==> src/rtl/key_highlight_mixer_if.sv <==
// key_highlight_mixer_if: sprite/timing inputs and mixed pixel/timing/note outputs of the key mixer
interface key_highlight_mixer_if #(parameter int NUM_KEYS = 8);
  logic [NUM_KEYS*24-1:0] key_pixels;
  logic [NUM_KEYS-1:0] key_down;
  logic hsync_in;
  logic vsync_in;
  logic blank_in;
  logic [23:0] pixel;
  logic hsync_out;
  logic vsync_out;
  logic blank_out;
  logic [NUM_KEYS-1:0] note_on;
  modport master(
    output key_pixels, key_down, hsync_in, vsync_in, blank_in,
    input pixel, hsync_out, vsync_out, blank_out, note_on
  );
  modport slave(
    input key_pixels, key_down, hsync_in, vsync_in, blank_in,
    output pixel, hsync_out, vsync_out, blank_out, note_on
  );
endinterface

==> src/rtl/key_highlight_mixer.sv <==
// key_highlight_mixer: merges key sprites, tints pressed keys, 2-cycle aligned VGA output and note-on pulses
// HIGHLIGHT_FADE_EN: highlight fades one step every FADE_DIV frames after release (else drops at once)
module key_highlight_mixer #(
  parameter int NUM_KEYS = 8,
  parameter logic [23:0] HIGHLIGHT_COLOR = 24'hFF_00_00
`ifdef HIGHLIGHT_FADE_EN
  , parameter int FADE_DIV = 2
`endif
) (
  input logic vclock,
  input logic reset_n,
  key_highlight_mixer_if.slave bus
);
  logic vs_q;
  logic [NUM_KEYS-1:0] down_q;
  logic [4:0] inten [NUM_KEYS];
  logic [4:0] nxt [NUM_KEYS];
  logic tick;
  assign tick = reset_n & vs_q & ~bus.vsync_in;
  assign bus.note_on = tick ? bus.key_down & ~down_q : '0;
  always_ff @(posedge vclock) begin
    if (!reset_n) begin
      vs_q <= 1'b1;
      down_q <= '0;
    end else begin
      vs_q <= bus.vsync_in;
      if (tick) down_q <= bus.key_down;
    end
  end
`ifdef HIGHLIGHT_FADE_EN
  logic [7:0] div;
  logic step;
  assign step = ~|bus.key_down && div == 8'(FADE_DIV - 1);
  always_ff @(posedge vclock) begin
    if (!reset_n) div <= '0;
    else if (tick) div <= (|bus.key_down || step) ? '0 : div + 8'd1;
  end
  always_comb begin
    for (int k = 0; k < NUM_KEYS; k++)
      nxt[k] = bus.key_down[k] ? 5'd16 : (step && inten[k] != 5'd0) ? inten[k] - 5'd1 : inten[k];
  end
`else
  always_comb begin
    for (int k = 0; k < NUM_KEYS; k++)
      nxt[k] = bus.key_down[k] ? 5'd16 : 5'd0;
  end
`endif
  always_ff @(posedge vclock) begin
    if (!reset_n) begin
      for (int k = 0; k < NUM_KEYS; k++) inten[k] <= '0;
    end else if (tick) begin
      inten <= nxt;
    end
  end
  logic [23:0] sel_pix;
  logic [4:0] sel_i;
  // descending scan so the lowest covering key wins
  always_comb begin
    sel_pix = '0;
    sel_i = '0;
    for (int k = NUM_KEYS - 1; k >= 0; k--)
      if (bus.key_pixels[24*k +: 24] != 24'd0) begin
        sel_pix = bus.key_pixels[24*k +: 24];
        sel_i = inten[k];
      end
  end
  logic [23:0] base_q;
  logic [4:0] i_q;
  logic hs_q, vs1_q, bl_q;
  always_ff @(posedge vclock) begin
    if (!reset_n) begin
      base_q <= '0;
      i_q <= '0;
      hs_q <= 1'b1;
      vs1_q <= 1'b1;
      bl_q <= 1'b1;
    end else begin
      base_q <= sel_pix;
      i_q <= sel_i;
      hs_q <= bus.hsync_in;
      vs1_q <= bus.vsync_in;
      bl_q <= bus.blank_in;
    end
  end
  logic [23:0] mix;
  always_comb begin
    mix = '0;
    for (int c = 0; c < 3; c++)
      mix[8*c +: 8] = 8'((12'(base_q[8*c +: 8]) * 12'(5'd16 - i_q)
                        + 12'(HIGHLIGHT_COLOR[8*c +: 8]) * 12'(i_q)) >> 4);
  end
  always_ff @(posedge vclock) begin
    if (!reset_n) begin
      bus.pixel <= '0;
      bus.hsync_out <= 1'b1;
      bus.vsync_out <= 1'b1;
      bus.blank_out <= 1'b1;
    end else begin
      bus.pixel <= (bl_q || base_q == 24'd0) ? 24'd0 : mix;
      bus.hsync_out <= hs_q;
      bus.vsync_out <= vs1_q;
      bus.blank_out <= bl_q;
    end
  end
endmodule

==> src/flat_wrapper.sv <==
// flat-port wrapper written by rule: the top's interface ports become plain ports
module key_highlight_mixer_flat 
#(
  parameter int NUM_KEYS = 8,
  parameter logic [23:0] HIGHLIGHT_COLOR = 24'hFF_00_00

)
  (vclock, reset_n, bus_key_pixels, bus_key_down, bus_hsync_in, bus_vsync_in, bus_blank_in, bus_pixel, bus_hsync_out, bus_vsync_out, bus_blank_out, bus_note_on);
  key_highlight_mixer_if #(.NUM_KEYS(NUM_KEYS)) bus_i ();
  input logic vclock;
  input logic reset_n;
  input wire logic [$bits(bus_i.key_pixels)-1:0] bus_key_pixels;
  input wire logic [$bits(bus_i.key_down)-1:0] bus_key_down;
  input wire logic [$bits(bus_i.hsync_in)-1:0] bus_hsync_in;
  input wire logic [$bits(bus_i.vsync_in)-1:0] bus_vsync_in;
  input wire logic [$bits(bus_i.blank_in)-1:0] bus_blank_in;
  output wire logic [$bits(bus_i.pixel)-1:0] bus_pixel;
  output wire logic [$bits(bus_i.hsync_out)-1:0] bus_hsync_out;
  output wire logic [$bits(bus_i.vsync_out)-1:0] bus_vsync_out;
  output wire logic [$bits(bus_i.blank_out)-1:0] bus_blank_out;
  output wire logic [$bits(bus_i.note_on)-1:0] bus_note_on;
  assign bus_i.key_pixels = bus_key_pixels;
  assign bus_i.key_down = bus_key_down;
  assign bus_i.hsync_in = bus_hsync_in;
  assign bus_i.vsync_in = bus_vsync_in;
  assign bus_i.blank_in = bus_blank_in;
  assign bus_pixel = bus_i.pixel;
  assign bus_hsync_out = bus_i.hsync_out;
  assign bus_vsync_out = bus_i.vsync_out;
  assign bus_blank_out = bus_i.blank_out;
  assign bus_note_on = bus_i.note_on;
  key_highlight_mixer #(.NUM_KEYS(NUM_KEYS), .HIGHLIGHT_COLOR(HIGHLIGHT_COLOR)) u_core (.vclock(vclock), .reset_n(reset_n), .bus(bus_i));
endmodule
==> config.mk <==
export PLATFORM = sky130hd
export DESIGN_NAME = key_highlight_mixer_flat
export DESIGN_NICKNAME = d
export VERILOG_FILES = /design/src/rtl/key_highlight_mixer_if.sv /design/src/rtl/key_highlight_mixer.sv /design/src/flat_wrapper.sv
export SDC_FILE = /design/constraint.sdc
export NUM_CORES = 1
export LEC_CHECK = 0
export ABC_AREA = 0
export CAP_MARGIN = 10
export CELL_PAD_IN_SITES_DETAIL_PLACEMENT = 0
export CELL_PAD_IN_SITES_GLOBAL_PLACEMENT = 1
export CORE_UTILIZATION = 26
export DETAILED_ROUTE_END_ITERATION = 10
export PLACE_DENSITY = 0.87
export REMOVE_ABC_BUFFERS = 1
export SLEW_MARGIN = 15
export SYNTH_ARGS = -nofsm -noshare
export SYNTH_HDL_FRONTEND = slang
export SYNTH_SLANG_ARGS = --single-unit
==> constraint.sdc <==
create_clock -name vclock -period 2.25 [get_ports vclock]
set_input_delay 0.3375 -clock vclock [delete_from_list [all_inputs] [get_ports vclock]]
set_output_delay 0.3375 -clock vclock [all_outputs]
set_load 0.05 [all_outputs]
Word level (Yosys, flattened, before mapping)
Index checks and enable logic that the tools add are counted.
- bits in registers: 107
- input bits: 205
- output and inout bits: 35
- word-level logic and storage cells: 66
- add/subtract/negate cells: 2
- $mul: 4
- multiplexer cells: 25
- bitwise gates (word level): 6
- reductions and logical operators: 11
- operators with widths (cell ; count):
    24-bit two-way mux ; 8
    24-bit nonzero test ; 8
    5-bit two-way mux ; 16
    8-bit by 12-bit multiplier with 12-bit output ; 3
    24-bit logical NOT ; 1
    12-bit adder ; 1
    8-bit by 5-bit multiplier with 12-bit output, first input constant ; 1
    8-bit AND ; 1
    8-bit two-way mux ; 1
    8-bit NOT ; 1
    5-bit by 5-bit subtractor with 6-bit output, first input constant ; 1
    1-bit AND ; 2
    1-bit NOT ; 2
    2-bit OR reduction ; 1
    1-bit logical OR ; 1

Logic depth before layout (Yosys ltp)
- depth after elaboration: 9
- mapped depth: 8
- gate-level depth less buffers: 7

Worst setup path before layout
No wires, ideal clock.
- kind: input -> output
- start point: in bus_vsync_in
- end point: out bus_note_on[0]
- arrival: 2172 ps
- required time: 1913 ps
- setup slack: -259 ps
- cell stages on the path: 4
- path buffers: 1
- path through: nand2b_1 -> or2_2 -> clkbuf_1 -> nor3b_1
- cells in the longest elaborated chain, start to end: 3
- ends and longest elaborated chain (what ; line ; source):
    start, declared ; flat_wrapper.sv:15 ; input wire logic [$bits(bus_i.vsync_in)-1:0] bus_vsync_in;
    1-bit NOT ; key_highlight_mixer.sv:19 ; assign tick = reset_n & vs_q & ~bus.vsync_in;
    1-bit AND ; key_highlight_mixer.sv:19 ;
    8-bit two-way mux ; key_highlight_mixer.sv:20 ; assign bus.note_on = tick ? bus.key_down & ~down_q : '0;
    end, declared ; flat_wrapper.sv:21 ; output wire logic [$bits(bus_i.note_on)-1:0] bus_note_on;
No other way between the ends.

Worst setup path after layout
- start point: in bus_key_pixels[163]
- end point: reg u_core.base_q[17]
- cells in the longest elaborated chain, start to end: 8
- ends and longest elaborated chain (what ; line ; source):
    start, declared ; flat_wrapper.sv:12 ; input wire logic [$bits(bus_i.key_pixels)-1:0] bus_key_pixels;
    24-bit nonzero test ; key_highlight_mixer.sv:62 ; if (bus.key_pixels[24*k +: 24] != 24'd0) begin
    24-bit two-way mux (7 in a row) ; key_highlight_mixer.sv:62 ;
    end signal, assigned ; key_highlight_mixer.sv:78 ; base_q <= sel_pix;
    end, declared ; key_highlight_mixer.sv:67 ; logic [23:0] base_q;
No other way between the ends.
A chain may end at the register's enable or synchronous reset.

==> results_dict.tcl <==
set metrics [dict create \
    outcome "finished, violations left" \
    violations "negative setup slack" \
    max_cap_violations 0 \
    worstMarginPinSlew_ns 0.590 \
    cts_made_buffers 9 \
    clk_path_buf_depth 2 \
    hold_viol 0 \
    synthTopCellsByArea "dfxtp_1 (32%), nor4_1 (7.4%), o21ai_0 (7.0%)" \
    ir_drop_mv 0.314 \
    slew_headroom 0.603 \
    internal_power_mw 2.69 \
    crit_fanout 4 \
    p_switching_uw 936 \
    setup_ws_ns -0.0597 \
    synth_area_per_cell_sq_um 7.96 \
    drc_errors 0 \
    path_depth 8 \
    antenna_found_initial 2 \
    wirelength_um 21300 \
    power_frac_seq 0.328 \
    hold_buffers 0 \
    finalMaxSlewViolations 0 \
    reg2reg_depth 6 \
    fillCellCount 1230 \
    hpwl_um 17300 \
    period_share 1.03 \
    power_frac_clock 0.425 \
    coreArea_sq_um 14600 \
    fmax_ghz 0.433 \
    worst-path-buf-inv 2 \
    drive_above_1_share 0.309 \
    pin_count 240 \
    drtAntennaViolNets 0 \
    tritoncts "built" \
    yosys.cell_count.top_type "dfxtp_1" \
    cts.clk_slew.worst_paths_ns 0.06 \
    r2r_setup_slack_ns 0.65 \
    die_h_um 125 \
    p_leak_nw 3.58 \
    fin_area_sq_um 8810 \
    htreeDepth 3 \
    start_kind "primary input" \
    synth_commonest_cells "dfxtp_1 (63), o21ai_0 (55), nor4_1 (46)" \
    rsz0062_at_grt "yes" \
    clkLatencyLatePin_ns 0.33 \
    place_inst 1029 \
    p_sw_frac 0.258 \
    dpl_worst_slack_ns -0.675 \
    synth_seq_area_share 0.323 \
    max_stage_delay_ns 0.44 \
    die_area_sq_um 15500 \
    syn2layout_area_growth_pct 125 \
    grt_start_max_net_pins 43 \
    postPlaceCellArea_sq_um 7570 \
    cts.sinks 63 \
    synth_cell_types 56 \
    yosys_warnings 0 \
    initial_core_util 0.268 \
    period_needed_ns 2.31 \
    slowest_stage "clkdlybuf4s50_1" \
    rows 44 \
    netlist.area_leader.share 0.323 \
    cp_top_family "compound AO/OA/AOI/OAI gates" \
    async_flop_share 0 \
    gp_congestion 0.947 \
    grt_pass1_wl_um 31200 \
    critical_path_required_ns 2.48 \
    setup_viol 3 \
    cp.arrival_ns 2.54 \
    syn_inst 491 \
    timing.hold.ws_ns 0.380 \
    worstPathCellList "clkdlybuf4s50_1, nor4_1, and4_2, o211ai_1, buf_4, o21ai_1, a2111oi_4, a211oi_2" \
    hp-class "primary input to register" \
    finClkSkew_ns 0.0100 \
    synth_area_leader_cell "dfxtp_1" \
    track_usage 0.260 \
    ys_seq_elements 63 \
    hold_depth 3 \
    reg_top3 "u_core.base_q: 24 flops, u_core.bus.pixel: 24 flops, u_core.down_q: 7 flops" \
    pwr-share-comb 0.247 \
    first_pass_iters 5 \
    endpoint_kind "register" \
    io_buffers 239 \
    wl_per_cell_um 20.0 \
    layout.cells.non_filler 1066 \
    die_w_um 125 \
    synth_edf_count 0 \
    drt_iter0_markers 342 \
    vias 5603 \
    power_density_nw_per_um2 411 \
    grt_pass1_vias 5665 \
    syn_area_sq_um 3910 \
    clock-root-buffer "clkbuf_16" \
    critPathKind "primary input to register" \
    grt_overflow 0 \
    finalSetupTns_ns -0.0827 \
    viasPerCell 5.26 \
    finalNetCount 1084 \
    synthFlopType "dfxtp_1" \
]
## layer usage
metal | wire, um | share of wire | up-vias | GRT usage
met2 | 10600 | 0.50 | 249 | 0.448
met3 | 1320 | 0.062 | 33 | 0.0485
li1 | - | - | 2654 | -
met1 | 8850 | 0.42 | 2667 | 0.327
met4 | 495 | 0.023 | 0 | 0.0787
met5 | 0 | 0 | - | 0
## through the flow
stage	utilization	power, mW
2_1_floorplan	-	1.38
3_3_place_gp	0.519	2.05
3_5_place_dp	0.519	2.05
4_1_cts	0.562	3.61
5_1_grt	0.604	3.74
6_report	0.604	3.62
## power groups by stage
stage	registers (mW)	logic [mW]	clock network, mW
2_1_floorplan	1.24	0.143	0
3_3_place_gp	1.21	0.835	0
3_5_place_dp	1.21	0.839	0
4_1_cts	1.19	0.864	1.56
5_1_grt	1.19	0.943	1.61
6_report	1.19	0.896	1.54
## placed cells by master, fill, tap and decap left out, types with 18 or more instances in the layout
master and n:
nand2_1 30, o21a_1 25, buf_4 145, nor4_2 22, clkdlybuf4s50_1 190, and2_1 29, o21ai_0 44, dfxtp_1 63
inv_1 18, nor4_1 24, dlymetal6s2s_1 34, nor2_1 23
## cells by family (layout without fill, tap and decap cells)
logic type                 Yosys count  after routing  synth area share
buffers and inverters               45            430            0.0487
adders and majority gates            4              4            0.0147
and+or+nand+nor                    198            199             0.290
xor gates and xnor gates             5              5            0.0112
AOI/OAI and AO/OA                  174            174             0.311
DFF                                 63             63             0.323
other                                2              7           0.00192
## layout make-up
class,instances,area (sq um),area share
diodes,2,5.00,0.000568
multi-input cells,387,3090,0.350
clock buffers,10,239,0.0271
flip-flops and latches,63,1260,0.143
well taps,184,230,0.0261
clock inverters,6,93.8,0.0106
inverters,18,67.6,0.00767
repair buffers,396,3830,0.435
## path summary, 6_finish.rpt
kind | start | endpoint
max | bus_key_pixels[163] | u_core.base_q[17]
min | bus_key_pixels[2] | u_core.base_q[2]
max reg2reg | u_core.base_q[12] | u_core.bus.pixel[4]
min reg2reg | u_core.hs_q | u_core.bus.hsync_out
## worst register-to-register path, stage by stage (launching register included)
cell	delay, ns
dfxtp_1	0.31
nor4_1	0.41
nand4_1	0.15
o21bai_1	0.20
nor2_1	0.06
buf_4	0.18
and2_1	0.17
## repair_timing
| item | CTS | global route |
|---|---|---|
| endpoints found under the hold margin | 0 | 0 |
| resized for setup | 73 | 106 |
| pin swaps | 20 | 48 |
| setup endpoints to repair | 25 | 25 |
| setup buffers | 4 | 13 |
| gates cloned | 0 | 2 |
Power figures use the tool's default switching activity.
